--- config.mk ---
export PLATFORM = sky130hd
export DESIGN_NAME = pipe_stall_ctrl
export DESIGN_NICKNAME = d
export VERILOG_FILES = /design/src/rtl/pipe_stall_ctrl.sv
export SDC_FILE = /design/constraint.sdc
export NUM_CORES = 1
export LEC_CHECK = 0
export CAP_MARGIN = 30
export CORE_AREA = 10 10 80 82
export CTS_CLUSTER_SIZE = 28
export DETAILED_ROUTE_END_ITERATION = 6
export DIE_AREA = 0 0 90 92
export PLACE_DENSITY = 0.79
export SYNTH_ARGS = -nofsm -noshare
export SYNTH_HDL_FRONTEND = slang
export SYNTH_SLANG_ARGS = --single-unit
--- constraint.sdc ---
create_clock -name clk -period 2.55 [get_ports clk]
set_input_delay 0.3825 -clock clk [delete_from_list [all_inputs] [get_ports clk]]
set_output_delay 0.3825 -clock clk [all_outputs]
set_load 0.01 [all_outputs]
--- src/rtl/pipe_stall_ctrl.sv ---
`default_nettype none
// =============================================================================
// Module      : pipe_stall_ctrl
// Description : Pipeline stall/flush sequencing for the 5-stage MIPS core:
//               load-use and HI/LO hazards, MULT/DIV busy sequencing, and a
//               saturating stall-cycle counter.
// Revision    : 1.0 - initial release
// =============================================================================
module pipe_stall_ctrl #(
  parameter int MDIV_CYCLES = 32,
  parameter int CNT_W       = 6,
  parameter int PERF_W      = 32
) (
  input  logic              clk,
  input  logic              rst,
  input  logic              id_reg1_read_i,
  input  logic [4:0]        id_reg1_addr_i,
  input  logic              id_reg2_read_i,
  input  logic [4:0]        id_reg2_addr_i,
  input  logic              id_hilo_use_i,
  input  logic              ex_is_load_i,
  input  logic              ex_wreg_i,
  input  logic [4:0]        ex_wd_i,
  input  logic              ex_mdiv_start_i,
  input  logic              flush_i,
  output logic [5:0]        stall_o,
  output logic              flush_o,
  output logic              mdiv_busy_o,
  output logic              mdiv_done_o,
  output logic [PERF_W-1:0] perf_stall_cnt_o
);

  typedef enum logic [1:0] {
    ST_IDLE = 2'd0,
    ST_BUSY = 2'd1,
    ST_DONE = 2'd2
  } state_t;

  localparam logic [CNT_W-1:0] c_cnt_load     = CNT_W'(MDIV_CYCLES - 1);
  localparam logic [5:0]       c_stall_none   = 6'b000000;
  localparam logic [5:0]       c_stall_mdiv   = 6'b001111;
  localparam logic [5:0]       c_stall_bubble = 6'b000111;

  state_t             r_state;
  state_t             w_state_nxt;
  logic [CNT_W-1:0]   r_cnt;
  logic [CNT_W-1:0]   w_cnt_nxt;
  logic [PERF_W-1:0]  r_perf;

  logic               w_reg1_hit;
  logic               w_reg2_hit;
  logic               w_load_use;
  logic               w_hilo_haz;
  logic               w_mdiv_hold;
  logic [5:0]         w_stall;

  // ---------------------------------------------------------------------------
  // Hazard detection
  // ---------------------------------------------------------------------------
  assign w_reg1_hit = id_reg1_read_i && (id_reg1_addr_i == ex_wd_i);
  assign w_reg2_hit = id_reg2_read_i && (id_reg2_addr_i == ex_wd_i);
  assign w_load_use = ex_is_load_i && ex_wreg_i && (ex_wd_i != 5'd0) &&
                      (w_reg1_hit || w_reg2_hit);
  assign w_hilo_haz = id_hilo_use_i && (r_state != ST_IDLE);

  // The start cycle itself stalls too, so EX holds the MULT/DIV in place.
  assign w_mdiv_hold = (r_state == ST_BUSY) ||
                       ((r_state == ST_IDLE) && ex_mdiv_start_i);

  always_comb begin
    w_stall = c_stall_none;
    if (flush_i) begin
      w_stall = c_stall_none;
    end else if (w_mdiv_hold) begin
      w_stall = c_stall_mdiv;
    end else if (w_load_use || w_hilo_haz) begin
      w_stall = c_stall_bubble;
    end
  end

  // ---------------------------------------------------------------------------
  // MULT/DIV sequencing FSM
  // ---------------------------------------------------------------------------
  always_ff @(posedge clk or negedge rst) begin
    if (!rst) begin
      r_state <= ST_IDLE;
      r_cnt   <= '0;
    end else begin
      r_state <= w_state_nxt;
      r_cnt   <= w_cnt_nxt;
    end
  end

  always_comb begin
    w_state_nxt = r_state;
    w_cnt_nxt   = r_cnt;
    case (r_state)
      ST_IDLE: begin
        if (ex_mdiv_start_i && !flush_i) begin
          w_state_nxt = ST_BUSY;
          w_cnt_nxt   = c_cnt_load;
        end
      end
      ST_BUSY: begin
        if (flush_i) begin
          w_state_nxt = ST_IDLE;
          w_cnt_nxt   = '0;
        end else if (r_cnt == '0) begin
          w_state_nxt = ST_DONE;
        end else begin
          w_cnt_nxt   = r_cnt - CNT_W'(1);
        end
      end
      ST_DONE: begin
        // The finishing instruction is still in EX, so its start is ignored.
        w_state_nxt = ST_IDLE;
        w_cnt_nxt   = '0;
      end
      default: begin
        w_state_nxt = ST_IDLE;
        w_cnt_nxt   = '0;
      end
    endcase
  end

  // ---------------------------------------------------------------------------
  // Saturating stall-cycle counter
  // ---------------------------------------------------------------------------
  always_ff @(posedge clk or negedge rst) begin
    if (!rst) begin
      r_perf <= '0;
    end else if ((w_stall != c_stall_none) && (r_perf != {PERF_W{1'b1}})) begin
      r_perf <= r_perf + PERF_W'(1);
    end
  end

  assign stall_o          = w_stall;
  assign flush_o          = flush_i;
  assign mdiv_busy_o      = (r_state == ST_BUSY);
  assign mdiv_done_o      = (r_state == ST_DONE);
  assign perf_stall_cnt_o = r_perf;

endmodule
`default_nettype wire
# [After elaboration in Yosys (flattened, before gate mapping)]
# Cells that the tools add are included.
# Widths: inputs -> output; s select.
[totals] wordCells=44 input_bits=24 ff_bits=40 output_inout_bits=41 mem_bits_rw=0 n_memories=0 romBits=0 latch_bits=0
[op_classes] add_sub_neg=2 eq_ne=8 n_reduce_logical=20 n_shift=0 magnitude_cmp=0 mux=11 multipliers=0 bitwise_logic=0 div=0
[ops] op="$add 32x1->32 const B" count=1
[ops] op="$ne 32x32->1 const B" count=1
[ops] op="$mux 6" count=4
[ops] op="$pmux 6 s2" count=1
[ops] op="$eq 5x5->1" count=2
[ops] op="$logic_and 1x1->1" count=9
[ops] op="$logic_not 6->1" count=1
[ops] op="$mux 2" count=3
[ops] op="$reduce_bool 6->1" count=1
[ops] op="$sub 6x1->6 const B" count=1
[ops] op="$reduce_bool 5->1" count=1
[ops] op="$mux 4" count=1
[ops] op="$pmux 2 s2" count=1
[ops] op="$reduce_and 2->1" count=2
[ops] op="$logic_or 1x1->1" count=3
[ops] op="$mux 3" count=1
[ops] op="$ne 3x2->1 const B" count=1
[ops] op="$ne 3x3->1 const B" count=1
[ops] op="$eq 2x1->1 const B" count=1
[ops] op="$eq 2x2->1 const B" count=1
[ops] op="$logic_not 2->1" count=1
[ops] op="$ne 2x1->1 const B" count=1
[ops] op="$reduce_bool 2->1" count=1
[ops] op="$logic_not 1->1" count=1

# [Depth between registers and ports, before layout]
[logic_depth] depth_word=10 ltp_mapped=9 mapped_depth_nobuf=8

# [Worst setup path before layout]
# No wires, ideal clock.
[synth_path] path_kind="register -> register" startpoint="reg r_perf[16] (netlist: perf_stall_cnt_o[16])" endpoint="reg r_perf[1] (netlist: perf_stall_cnt_o[1])" setup_slack_ns=0.394 path_buffers=2 period_less_slack_ns=2.156 setup_time_ns=0.128 stages_incl_launch_ff=8 arrival_time_ns=2.028 required_time_ns=2.422 path_cell_list="dfrtp_1 > nand4_1 > or3_1 > nor4_1 > or3b_1 > buf_4 > buf_6 > mux2_1"
[synth_between] elab_chain_len=2
[synth_rtl] element="start: declaration" line_no="48" source="logic [PERF_W-1:0] r_perf;"
[synth_rtl] element="start signal: assignment" line_no="133" source="r_perf <= r_perf + PERF_W'(1);"
[synth_rtl] element="$ne 32x32->1" line_no="132" source="end else if ((w_stall != c_stall_none) && (r_perf != {PERF_W{1'b1}})) begin"
[synth_rtl] element="$logic_and 1x1->1" line_no="132"
# No other way between the ends.
# A chain may end at the register's enable or synchronous reset.

# [Worst setup path after layout]
[layout_path] startpoint="in ex_wd_i[3]" endpoint="out stall_o[0]"
[layout_between] elab_chain_len=8 elab_cells_between_ends=12 classes_between="2 x eq/ne; 3 x mux; 7 x reduce/logical"
[layout_rtl] element="start: declaration" line_no="23" source="input logic [4:0] ex_wd_i,"
[layout_rtl] element="$eq 5x5->1, on equally long branches" line_no="60, 61"
[layout_rtl] element="$logic_and 1x1->1, on equally long branches" line_no="60, 61"
[layout_rtl] element="$logic_or 1x1->1" line_no="63" source="(w_reg1_hit || w_reg2_hit);"
[layout_rtl] element="$logic_and 1x1->1 *" line_no="62" source="assign w_load_use = ex_is_load_i && ex_wreg_i && (ex_wd_i != 5'd0) &&"
[layout_rtl] element="$logic_or 1x1->1 *" line_no="76" source="end else if (w_load_use || w_hilo_haz) begin"
[layout_rtl] element="$mux 3 *" line_no="76"
[layout_rtl] element="$mux 4 *" line_no="74" source="end else if (w_mdiv_hold) begin"
[layout_rtl] element="$mux 6 *" line_no="72" source="if (flush_i) begin"
[layout_rtl] element="end: declaration" line_no="26" source="output logic [5:0] stall_o,"
# Every way passes the cells marked *; elsewhere a longest branch is shown, timed or not.

==> flow_metrics.py <==
metrics = {
    "drt": {
        "wire_per_inst_microns": 14.6,
        "ant_nets": 0,
        "vias": 1854,
        "avgViaCountPerCell": 5.09,
        "drt_iter0_drc": 88,
        "drc_errors": 0,
        "routed_wl_mm": 5.32,
        "drtPass1Iterations": 4,
    },
    "clocking": {
        "clockBufferDepth": 2,
        "cts_tree": "yes",
        "clk_pin_slew_worst_paths_ns": 0.08,
        "ctsHtreeMaxLevel": 2,
        "cts_resized": 4,
        "cts_setup_buffers": 0,
        "numCtsBuffers": 5,
        "cts_hold_buf": 0,
        "cts_root_buf": "clkbuf_8",
        "worstSkewPairLatency_ns": 0.29,
        "cts_sinks": 40,
    },
    "setup_path": {
        "reg2regPathDepth": 6,
        "max_stage_delay_ns": 0.53,
        "critPathCaptureType": "output pin",
        "critPathLaunchType": "input pin",
        "arrival_ns": 2.08,
        "critPathKind": "input pin to output pin",
        "crit_family": "buffers and inverters",
        "cp_num_cells": 6,
        "worstPathMaxFanout": 4,
        "critPathBufInv": 2,
        "slowest_stage": "or4_1",
        "path_cells": "clkdlybuf4s50_1, or4_1, o211ai_1, a21o_1, nor2b_2, dlygate4sd2_1",
        "required_ns": 2.17,
    },
    "floorplanning": {
        "die_y_microns": 92,
        "io_pins": 65,
        "die_area_sq_um": 8280,
        "start_util_pct": 45.9,
        "core_area_sq_um": 4910,
        "rows": 26,
        "die_w_microns": 90,
    },
    "global_routing": {
        "antenna_found_initial": 0,
        "grt_pass1_wl_mm": 8.95,
        "overflow": 0,
        "grt_usage_pct": 12.9,
        "grt_max_degree": 41,
        "grt_pass1_vias": 1887,
    },
    "placed_design": {
        "port_buffers": 62,
        "dp_cells": 357,
        "routabilityCongestion": 0.771,
        "placed_area_sq_um": 2920,
        "hpwl_mm": 4.09,
    },
    "sta": {
        "tightest_slew_ns": 0.864,
        "setup_viol": 0,
        "fmax_mhz": 405,
        "min_period_ns": 2.47,
        "rsz0062_at_grt": "false",
        "period_share_pct": 96.7,
        "drv_slew": 0,
        "hold_viol_final": 0,
        "skew_ns": 0.0105,
        "max_slew_margin_pct": 42.4,
    },
    "yosys": {
        "ys_types": 38,
        "async_reset_ff_share_pct": 100,
        "yosysTopAreaCellShare_pct": 44.4,
        "avgSynthCellArea_sq_um": 9.71,
        "yosysWarnings": 0,
        "synth.most_common_cell": "dfrtp_1",
        "ys_seq_area_share_pct": 44.4,
        "ys_seq_elements": 40,
        "synth_edf_count": 0,
        "synth.top_cells.by_area": "dfrtp_1 44%, xor2_1 8.6%, xnor2_1 7.8%",
        "synthCells": 232,
        "synth_common_cells": "40 x dfrtp_1, 22 x xor2_1, 20 x xnor2_1",
        "syn_area_sq_um": 2250,
        "synth_area_leader_cell": "dfrtp_1",
        "ys.flop_type": "dfrtp_1",
    },
    "pwr": {
        "cellPowerDensity_nw_per_um2": 550,
        "power_leakage_uw": 0.00130,
        "ir_worst_vdd_v": 0.000390,
    },
    "status": {
        "status": "finished clean",
    },
    "run": {
        "maxCapViolCount": 0,
    },
    "cells_and_area": {
        "diodes": 0,
        "final_layout_size_suffix_gt1_share_pct": 7.14,
        "fillCellCount": 401,
        "synthToLayoutAreaGrowth_pct": 33.1,
        "final_core_util_pct": 61.1,
        "nets": 321,
        "postLayoutCellArea_sq_um": 3000,
        "stdcell_count": 364,
    },
    "min_path": {
        "hp-class": "input pin to async pin",
    },
}
-- path summary, 6_finish.rpt --
path,from,endpoint,slack (ns)
hold reg to reg,perf_stall_cnt_o[18]$_DFFE_PN0P_,perf_stall_cnt_o[18]$_DFFE_PN0P_,0.52
setup reg to reg,perf_stall_cnt_o[15]$_DFFE_PN0P_,perf_stall_cnt_o[1]$_DFFE_PN0P_,0.25
hold / removal,rst,perf_stall_cnt_o[7]$_DFFE_PN0P_,0.20
setup / recovery,ex_wd_i[3],stall_o[0],0.08
max in group asynchronous,rst,r_cnt[3]$_DFFE_PN0P_,1.80
min in group clk,perf_stall_cnt_o[18]$_DFFE_PN0P_,perf_stall_cnt_o[18]$_DFFE_PN0P_,0.52
-- power breakdown --
group	switching [uW]	internal (uW)
clock	209	186
sequential	105	715
combinational	191	245
total	505	1150
-- metal layers --
metal | global-route usage, % | routed length (microns) | vias to the layer above
met2 | 21.2 | 2540 | 44
met5 | 0 | 0 | -
met3 | 4.24 | 307 | 7
met4 | 3.98 | 60 | 0
met1 | 15.6 | 2410 | 877
li1 | - | - | 926
-- through the flow --
stage / setup TNS (ns) / hold slack (ns) / worst slack (ns) / total power [uW]
after floorplan: 0 / 0.0869 / 0.394 / 1020
after global placement: -0.441 / 0.482 / -0.157 / 1270
after detailed placement: -0.543 / 0.501 / -0.186 / 1280
after CTS: 0 / 0.231 / 0.0554 / 1680
after global routing: 0 / 0.285 / 0.0152 / 1750
final: 0 / 0.197 / 0.0830 / 1650
-- cell usage in the layout, fill, tap and decap left out, types with 3 or more instances in the layout --
cell type        instances
nor2_1                  18
nor4_2                   5
dlygate4sd2_1            3
inv_1                   10
nor4_1                  10
xnor2_1                 20
buf_4                    4
or4_1                    3
a21oi_1                  4
nand2_1                 17
and3_1                   5
clkdlybuf4s50_1         57
nand3_1                 11
o21ai_0                  6
or3_1                    3
xor2_1                  22
dfrtp_1                 40
nor3_1                   8
ha_1                     3
clkbuf_8                 5
nand4_1                 10
-- final cells by class --
type / instances / area [sq um] / share of cell area, %
clock inverters: 1 / 5.00 / 0.167
clock buffers: 6 / 72.6 / 2.42
repair buffers: 67 / 664 / 22.2
flip-flops and latches: 40 / 1000 / 33.4
inverters: 10 / 37.5 / 1.25
well taps: 70 / 87.6 / 2.92
multi-input cells: 170 / 1130 / 37.7
-- worst reg2reg max path, stage by stage (launching register included) --
cell	delay, ns
dfrtp_1	0.43
nand4_1	0.22
or3_1	0.48
nor4_1	0.33
or3b_1	0.20
buf_12	0.18
mux2_1	0.34
-- registers in the layout, indices dropped and copies added (netlist names) --
| name | count |
|---|---|
| r_state | 2 |
| r_cnt | 6 |
| perf_stall_cnt_o | 32 |
-- cells by family after synthesis --
family / count (synthesis) / synth area share (%)
AND/OR/NAND/NOR: 102 / 25.7
XOR/XNOR: 42 / 16.3
flip-flops: 40 / 44.4
buffers and inverters: 23 / 5.66
AO/OA/AOI/OAI: 20 / 5.55
adder cells (fa/ha/maj): 3 / 1.67
other: 1 / 0.166
multiplexers: 1 / 0.500
Power figures use the tool's default switching activity.
